`config.mk`:
```
export PLATFORM = sky130hd
export DESIGN_NAME = tour_cmd
export DESIGN_NICKNAME = d
export VERILOG_FILES = /design/src/rtl/tour_pkg.sv /design/src/rtl/knight_move_decode.sv /design/src/rtl/tour_cmd.sv
export SDC_FILE = /design/constraint.sdc
export NUM_CORES = 1
export LEC_CHECK = 0
export BUFFER_PORTS_ARGS = -buffer_cell sky130_fd_sc_hd__buf_2
export CAP_MARGIN = 20
export CELL_PAD_IN_SITES_DETAIL_PLACEMENT = 1
export CELL_PAD_IN_SITES_GLOBAL_PLACEMENT = 2
export CORE_MARGIN = 2
export CORE_UTILIZATION = 24
export DETAILED_ROUTE_END_ITERATION = 8
export PLACE_DENSITY = 0.85
export REMOVE_ABC_BUFFERS = 1
export SYNTH_ARGS = -nofsm -noshare
export SYNTH_HDL_FRONTEND = slang
export SYNTH_SLANG_ARGS = --single-unit
```
`constraint.sdc`:
```
create_clock -name clk -period 8.3 [get_ports clk]
set_input_delay 2.49 -clock clk [delete_from_list [all_inputs] [get_ports clk]]
set_output_delay 2.49 -clock clk [all_outputs]
set_load 0.005 [all_outputs]
```
`src/rtl/tour_pkg.sv`:
```
// Shared types and constants for the knight-tour command sequencer.
// Holds the FSM encoding, command opcodes, headings and response bytes.
package tour_pkg;

  typedef enum logic [2:0] {
    IDLE      = 3'd0,
    VERT      = 3'd1,
    VERT_RESP = 3'd2,
    HORZ      = 3'd3,
    HORZ_RESP = 3'd4
  } tour_state_e;

  localparam int DEFAULT_NUM_MOVES = 24;

  localparam logic [3:0] MOVE         = 4'h2;
  localparam logic [3:0] MOVE_FANFARE = 4'h3;

  // +y is north, +x is east
  localparam logic [7:0] HDG_NORTH = 8'h00;
  localparam logic [7:0] HDG_WEST  = 8'h3F;
  localparam logic [7:0] HDG_SOUTH = 8'h7F;
  localparam logic [7:0] HDG_EAST  = 8'hBF;

  localparam logic [7:0] ACK_MID  = 8'hA5;
  localparam logic [7:0] ACK_DONE = 8'h5A;

  // Command word layout: [15:12] opcode, [11:4] heading, [3:0] squares.
  function automatic logic [15:0] pack_cmd(input logic [3:0] opcode,
                                           input logic [7:0] heading,
                                           input logic [1:0] squares);
    return {opcode, heading, 2'b00, squares};
  endfunction

endpackage

```
`src/rtl/knight_move_decode.sv`:
```
// Splits a one-hot knight move into a vertical leg and a horizontal leg.
// Pure combinational; anything that is not exactly one-hot decodes to zero squares heading north.
module knight_move_decode
  import tour_pkg::*;
(
  input  logic [7:0] move,
  output logic [7:0] vert_hdg,
  output logic [1:0] vert_sq,
  output logic [7:0] horz_hdg,
  output logic [1:0] horz_sq
);

  always_comb begin
    vert_hdg = HDG_NORTH;
    vert_sq  = 2'd0;
    horz_hdg = HDG_NORTH;
    horz_sq  = 2'd0;
    case (move)
      8'h01: begin  // (+1,+2)
        vert_hdg = HDG_NORTH; vert_sq = 2'd2;
        horz_hdg = HDG_EAST;  horz_sq = 2'd1;
      end
      8'h02: begin  // (-1,+2)
        vert_hdg = HDG_NORTH; vert_sq = 2'd2;
        horz_hdg = HDG_WEST;  horz_sq = 2'd1;
      end
      8'h04: begin  // (-2,+1)
        vert_hdg = HDG_NORTH; vert_sq = 2'd1;
        horz_hdg = HDG_WEST;  horz_sq = 2'd2;
      end
      8'h08: begin  // (-2,-1)
        vert_hdg = HDG_SOUTH; vert_sq = 2'd1;
        horz_hdg = HDG_WEST;  horz_sq = 2'd2;
      end
      8'h10: begin  // (-1,-2)
        vert_hdg = HDG_SOUTH; vert_sq = 2'd2;
        horz_hdg = HDG_WEST;  horz_sq = 2'd1;
      end
      8'h20: begin  // (+1,-2)
        vert_hdg = HDG_SOUTH; vert_sq = 2'd2;
        horz_hdg = HDG_EAST;  horz_sq = 2'd1;
      end
      8'h40: begin  // (+2,-1)
        vert_hdg = HDG_SOUTH; vert_sq = 2'd1;
        horz_hdg = HDG_EAST;  horz_sq = 2'd2;
      end
      8'h80: begin  // (+2,+1)
        vert_hdg = HDG_NORTH; vert_sq = 2'd1;
        horz_hdg = HDG_EAST;  horz_sq = 2'd2;
      end
      default: ;
    endcase
  end

endmodule

```
`src/rtl/tour_cmd.sv`:
```
// Sequences a knight tour as vertical/horizontal command pairs, passing UART commands through while idle.
// State advances one clk after clr_cmd_rdy/send_resp; cmd, cmd_rdy and resp are combinational.
module tour_cmd
  import tour_pkg::*;
#(
  parameter int NUM_MOVES = DEFAULT_NUM_MOVES
) (
  input  logic        clk,
  input  logic        rst_n,
  input  logic        start_tour,
  input  logic [7:0]  move,
  output logic [4:0]  mv_indx,
  input  logic [15:0] cmd_UART,
  input  logic        cmd_rdy_UART,
  output logic        clr_cmd_rdy_UART,
  output logic [15:0] cmd,
  output logic        cmd_rdy,
  input  logic        clr_cmd_rdy,
  input  logic        send_resp,
  output logic [7:0]  resp
);

  localparam logic [4:0] LAST_INDX = 5'(NUM_MOVES - 1);

  tour_state_e state_q, state_d;
  logic [4:0]  mv_indx_q, mv_indx_d;

  logic [7:0]  vert_hdg, horz_hdg;
  logic [1:0]  vert_sq, horz_sq;
  logic [15:0] vert_cmd, horz_cmd;
  logic        last_move;

  knight_move_decode u_decode (
    .move     (move),
    .vert_hdg (vert_hdg),
    .vert_sq  (vert_sq),
    .horz_hdg (horz_hdg),
    .horz_sq  (horz_sq)
  );

  assign vert_cmd  = pack_cmd(MOVE, vert_hdg, vert_sq);
  assign horz_cmd  = pack_cmd(MOVE_FANFARE, horz_hdg, horz_sq);
  assign last_move = (mv_indx_q == LAST_INDX);
  assign mv_indx   = mv_indx_q;

  always_ff @(posedge clk or negedge rst_n) begin
    if (!rst_n) begin
      state_q   <= IDLE;
      mv_indx_q <= '0;
    end else begin
      state_q   <= state_d;
      mv_indx_q <= mv_indx_d;
    end
  end

  // Each state only listens to the one strobe it waits for; others are dropped.
  always_comb begin
    state_d   = state_q;
    mv_indx_d = mv_indx_q;
    case (state_q)
      IDLE: begin
        if (start_tour) begin
          state_d   = VERT;
          mv_indx_d = '0;
        end
      end
      VERT: begin
        if (clr_cmd_rdy) state_d = VERT_RESP;
      end
      VERT_RESP: begin
        if (send_resp) state_d = HORZ;
      end
      HORZ: begin
        if (clr_cmd_rdy) state_d = HORZ_RESP;
      end
      HORZ_RESP: begin
        if (send_resp) begin
          if (last_move) begin
            state_d = IDLE;
          end else begin
            state_d   = VERT;
            mv_indx_d = mv_indx_q + 5'd1;
          end
        end
      end
      default: state_d = IDLE;
    endcase
  end

  always_comb begin
    cmd              = vert_cmd;
    cmd_rdy          = 1'b0;
    clr_cmd_rdy_UART = 1'b0;
    resp             = ACK_MID;
    case (state_q)
      IDLE: begin
        cmd              = cmd_UART;
        cmd_rdy          = cmd_rdy_UART;
        clr_cmd_rdy_UART = clr_cmd_rdy;
        resp             = ACK_DONE;
      end
      VERT: begin
        cmd     = vert_cmd;
        cmd_rdy = 1'b1;
      end
      VERT_RESP: begin
        cmd = vert_cmd;
      end
      HORZ: begin
        cmd     = horz_cmd;
        cmd_rdy = 1'b1;
      end
      HORZ_RESP: begin
        cmd  = horz_cmd;
        resp = last_move ? ACK_DONE : ACK_MID;
      end
      default: begin
        cmd              = cmd_UART;
        cmd_rdy          = cmd_rdy_UART;
        clr_cmd_rdy_UART = clr_cmd_rdy;
        resp             = ACK_DONE;
      end
    endcase
  end

endmodule

```
======== Yosys cells after proc, flatten, opt, wreduce, memory -nomap -nowiden ========
Cells that the tools add are included.
storage, ports and cells
  register bits ........................... 8
  bits of input ports ..................... 30
  output and inout port bits .............. 31
operators by class
  add/sub/neg operators ................... 1
  eq/ne operators ......................... 19
  muxes and demuxes ....................... 20
  reduce and logical (&&, ||, !) cells .... 15
operators with widths
  operator                                                                count
  16-bit one-hot mux with 2 select lines                                  1
  8-bit one-hot mux with 2 select lines                                   2
  4-bit OR reduction                                                      6
  3-bit 2-to-1 mux                                                        5
  5-bit 2-to-1 mux                                                        3
  3-bit one-hot mux with 5 select lines                                   1
  2-bit != test (second input constant)                                   6
  5-bit one-hot mux with 2 select lines                                   1
  8-bit by 1-bit equality test with 1-bit output (second input constant)  1
  8-bit by 2-bit equality test with 1-bit output (second input constant)  1
  8-bit by 3-bit equality test with 1-bit output (second input constant)  1
  8-bit by 4-bit equality test with 1-bit output (second input constant)  1
  8-bit by 5-bit equality test with 1-bit output (second input constant)  1
  8-bit by 6-bit equality test with 1-bit output (second input constant)  1
  8-bit by 7-bit equality test with 1-bit output (second input constant)  1
  8-bit equality test (second input constant)                             1
  8-bit 2-to-1 mux                                                        1
  2-bit one-hot mux with 2 select lines                                   2
  2-bit OR reduction                                                      4
  7-bit 2-to-1 mux                                                        1
  3-bit by 2-bit equality test with 1-bit output (second input constant)  2
  5-bit by 1-bit adder with 5-bit output (second input constant)          1
  5-bit equality test (second input constant)                             1
  5-bit AND reduction                                                     1
  8 further kinds                                                         9

======== Logic depth before layout (Yosys ltp) ========
  depth in word-level cells ............... 4
  gate-level depth with buffers ........... 7
  depth with buffers taken out ............ 5

======== Hierarchy ========
Synthesis repeated with hierarchy kept, for this count alone.
unflattened totals
  cell total of the unflattened synthesis .. 152
  area, all modules ....................... 1281.2 um2
by module, submodules not included
  module              instances  cells an instance  area each (um2)
  tour_cmd            1          104                954.7
  knight_move_decode  1          48                 326.6

======== Worst setup path before layout ========
No wires, ideal clock.
  path type ............................... input port to output port
  start ................................... in move[5]
  end ..................................... out cmd[4]
  arrival ................................. 3.608 ns
  setup slack ............................. 2.202 ns
  cell stages on the path ................. 4
  buffers on the path ..................... 1
  cell sequence ........................... buf_2 or4_1 a211o_1 o211ai_1
between the ends
  longest elaborated chain between the ends .. 4
RTL lines
  element                                                                           RTL line                  RTL
  from (decl)                                                                       tour_cmd.sv:11            input logic [7:0] move,
  8-bit by 1-bit equality test with 1-bit output (tied with other cells)            knight_move_decode.sv:18  case (move)
  4-bit OR reduction (no source line)                                               n/a
  8-bit one-hot mux with 2 select lines / 7-bit 2-to-1 mux (equally long branches)  knight_move_decode.sv:18
  16-bit one-hot mux with 2 select lines (*)                                        tour_cmd.sv:95            case (state_q)
  to (decl)                                                                         tour_cmd.sv:16            output logic [15:0] cmd,
Every way passes the cells marked *; elsewhere a longest branch is shown, timed or not.

======== Worst setup path in the final report ========
  start ................................... in move[3]
  end ..................................... out cmd[4]
Same word-level chain as after synthesis.

==> results list <==
- The flow ran to the end, and the final reports show no timing, DRC or antenna violations.
* Detailed-route wire length per cell: 13.26 µm
- At the later pin of the worst-skew pair, clock insertion delay measures 0.23 ns.
* Setup fix buffers added after clock tree synthesis: 0
* Path type of the worst setup path: input pin to output pin
* Reg-to-reg critical path startpoint: state_q[2]
* Number of synthesized flops with an enable pin: 0
- Number of buffers inserted by hold repair at cts: 0
- Number of buffers created by CTS: 3
- Number of cells in the design after placement: 237
* Htree depth: 1
- OpenSTA, run right after detailed placement, puts the worst setup slack at 1.966 ns.
* Commonest cells after routing, fill and taps aside: 60 x sky130_fd_sc_hd__buf_2, 19 x sky130_fd_sc_hd__nand2_1, 10 x sky130_fd_sc_hd__o21ai_0, 9 x sky130_fd_sc_hd__o211ai_1, 8 x sky130_fd_sc_hd__dfrtp_1
- Endpoints failing setup: 0
- TritonCTS built the clock tree.
- In this run the remaining antenna-violating nets after routing total 0.
- In this run, synthesis produced a sequential element count of 8.
* Setup TNS: 0 ns
- For this run, the top clock speed supported by timing is around 160 MHz.
- After synthesis, the netlist uses 44 different library cells.
* Worst min-delay path startpoint: mv_indx[4]
* Total number of placement rows: 24
- For this block, the initial DRC count from the detailed router was 33.
* Overall routing resource usage: 0.1286
- Counting flops with an async set or reset pin after synthesis yields a share of 1.000.
- In this run the static leakage power is 0.0006397 µW.
- The first global-routing pass estimated 5.168 mm of wire.
* Worst path arrival time: 3.82 ns
- For this configuration, the core starts out at a cell density of 0.2456.
- The floorplan step defined a die boundary enclosing 4908 µm².
- Die Wd: 70.06 µm
- Gates resized during post-CTS repair numbered 0.
- The via count of the first global-routing pass was 1120.
- Of all cell types, the one taking the most synthesized area is sky130_fd_sc_hd__dfrtp_1.
- In this run the count of I/O pins placed on the die edge is a little over 60.
* Top_reg_cell synth: sky130_fd_sc_hd__dfrtp_1
* Total congestion overflow after global routing: 0
- Length of the first detailed-routing pass in iterations: 4
- The initial antenna violation count came to 0.
- Cell types occupying the most area after synthesis: sky130_fd_sc_hd__dfrtp_1 19%, sky130_fd_sc_hd__nand2_1 6.8%, sky130_fd_sc_hd__o211ai_1 6.5%
- Buffer cell driving the clock tree root: sky130_fd_sc_hd__clkbuf_8
- Min Tclk post-route: 6.313 ns
- Post-synthesis average cell area: 7.323 µm²
- Leading cell type in the layout, fill and taps excluded: sky130_fd_sc_hd__buf_2
- Std-Cell Core Area: about 4300 µm²
- Between clock sinks in the finished design, the worst skew comes to ~0.0027 ns.
* Critical Path, Cell by Cell: buf_2 -> inv_2 -> or4_1 -> a211o_1 -> o211ai_1 -> buf_2
* I/O Buffers: 60
* Num Clock Sinks: 8
* Most used cell, CP: sky130_fd_sc_hd__buf_2
- Max-slew headroom: 0.4243
* Slowest stage delay, CP: around 0.50 ns
- The final count of hold timing violations was 0.
- Max-cap violations: 0
- Transition time at the pin with the least slew margin: ~0.86 ns
- STA puts the critical path data required time at 5.81 ns.
- Number of pins with negative max-slew slack in the final report: 0
* CP Max Fanout: 7
* Critical path buffer and inverter count: 3
* Terminus of the critical flop-to-flop path: mv_indx[4]
* Area share of the leading cell type in the synthesized netlist: 0.1912
- Post-layout instance area: 1365 µm²
* Diode count: 0
- Measured in cells, the most critical reg-to-reg path has a length of 3.
* Min-delay worst type: register to register
- Once detailed placement completed, the half-perimeter wirelength came to approximately 2.5 mm.
- The cell family contributing the most delay on the critical path is compound AO/OA/AOI/OAI gates.
- Die boundary height: approximately 70 µm
* Maximum clock insertion buffer count: 2
- The share of the Yosys chip area taken by registers is 0.1912.
- Startpoint class of the critical path: input pin
* Final-stage net count: 222
- Setup repair after global routing left no endpoint under its margin.
* Pin count of the biggest net entering global routing: 29
* DRC: 0
* Post-synthesis instance area: approximately 1000 µm²
- Routability-driven placement finished with a final weighted congestion of 0.7146.
- Via-per-instance ratio: 5.066
* Number of instances in the synthesized netlist: 143
- The path with the worst hold slack has its endpoint at mv_indx[4].
- Power density over the cells: 286.4 nW/µm²
- Setup slack on the critical path of the routed design comes to 1.987 ns.
- Final hold analysis gives a worst-case slack of 0.5761 ns.
- In the final layout, the share of cells above drive strength 1 is 0.3598.
- From synthesis to final layout, the design area changed by 30.35%.
- Placement-stage cell area: 1316 µm²
- Leaving out filler cells and counting taps, the final layout contains approximately 240.
- Wires add up to 3.195 mm.
* Total number of vias: 1221
- IR analysis of the VDD net gives a maximum drop of 0.1549 mV.
- Endpoint type of the worst setup path: output pin
* Crit path max-delay cell type: sky130_fd_sc_hd__or4_1
- Worst reg2reg setup slack: 6.28 ns
* Final worst path period share: 0.7606
- Hold Path Depth: 2
- Clock-pin slew reported for the worst setup and hold paths after clock tree synthesis: ~0.040 ns
- Warning count from the yosys run: 0
flip-flops by register name (all words and copies together) (netlist names):
register  count
state_q       3
mv_indx       5
worst reg2reg max path, cell delays in order (launching register included):
cell	delay, ns
sky130_fd_sc_hd__dfrtp_1	0.90
sky130_fd_sc_hd__a31oi_1	0.35
sky130_fd_sc_hd__or4_1	0.54
sky130_fd_sc_hd__a21oi_1	0.16
cell type report:
class                      count  area [µm²]
timing repair buffer          61       307.8
multi-input combinational    115       743.2
sequential                     8       200.2
fill                         573        2899
inverter                       2       7.507
clock buffer                   3       41.29
tap                           52       65.06
synthesized netlist by cell type, drive strengths merged (3+ instances only):
| cell | count |
|---|---|
| nand2 | 19 |
| buf | 12 |
| o21ai | 10 |
| o211ai | 9 |
| dfrtp | 8 |
| and2 | 7 |
| clkbuf | 6 |
| nand3 | 5 |
| nor2 | 5 |
| xor2 | 5 |
| a21oi | 4 |
| nand3b | 4 |
| nor4b | 4 |
| or4 | 4 |
| a211o | 3 |
| a22o | 3 |
| nand2b | 3 |
| nor4 | 3 |
worst max path at each step:
stage	start	to	depth (start not counted)
floorplan	move[3]	cmd[4]	4
global placement	move[3]	cmd[4]	6
detailed placement	move[3]	cmd[4]	6
CTS	move[3]	cmd[4]	6
global route	move[3]	cmd[5]	6
finish	move[3]	cmd[4]	6
power breakdown:
part / switching, µW / internal [µW] / leakage, µW
clock: 17.2 / 31.6 / 0.0000216
combinational: 131 / 129 / 0.000511
sequential: 34.0 / 48.7 / 0.000107
metal layers:
| layer | GRT usage | share of wire |
|---|---|---|
| met1 | 0.1634 | 0.46 |
| met2 | 0.2148 | 0.46 |
| met3 | 0.01876 | 0.061 |
| met4 | 0.05769 | 0.016 |
| met5 | 0 | 0 |
through the flow:
stage                       util  total power, µW
final                     0.3201            390.9
after global routing      0.3201            429.2
after CTS                 0.3184            393.0
after detailed placement  0.3087            341.7
after global placement    0.3087            339.3
after floorplan                -            221.7
cell families (layout without fill, tap and decap cells):
kind of cell | after synthesis | after routing | synth area share
AO/OA/AOI/OAI | 43 | 43 | 0.2915
XOR/XNOR | 7 | 7 | 0.05854
adder cells (fa/ha/maj) | 1 | 1 | 0.01195
buffers and inverters | 20 | 66 | 0.09914
flip-flops | 8 | 8 | 0.1912
multiplexers | 1 | 1 | 0.009558
AND/OR/NAND/NOR | 63 | 63 | 0.3381
(Power assumes the default switching activity.)
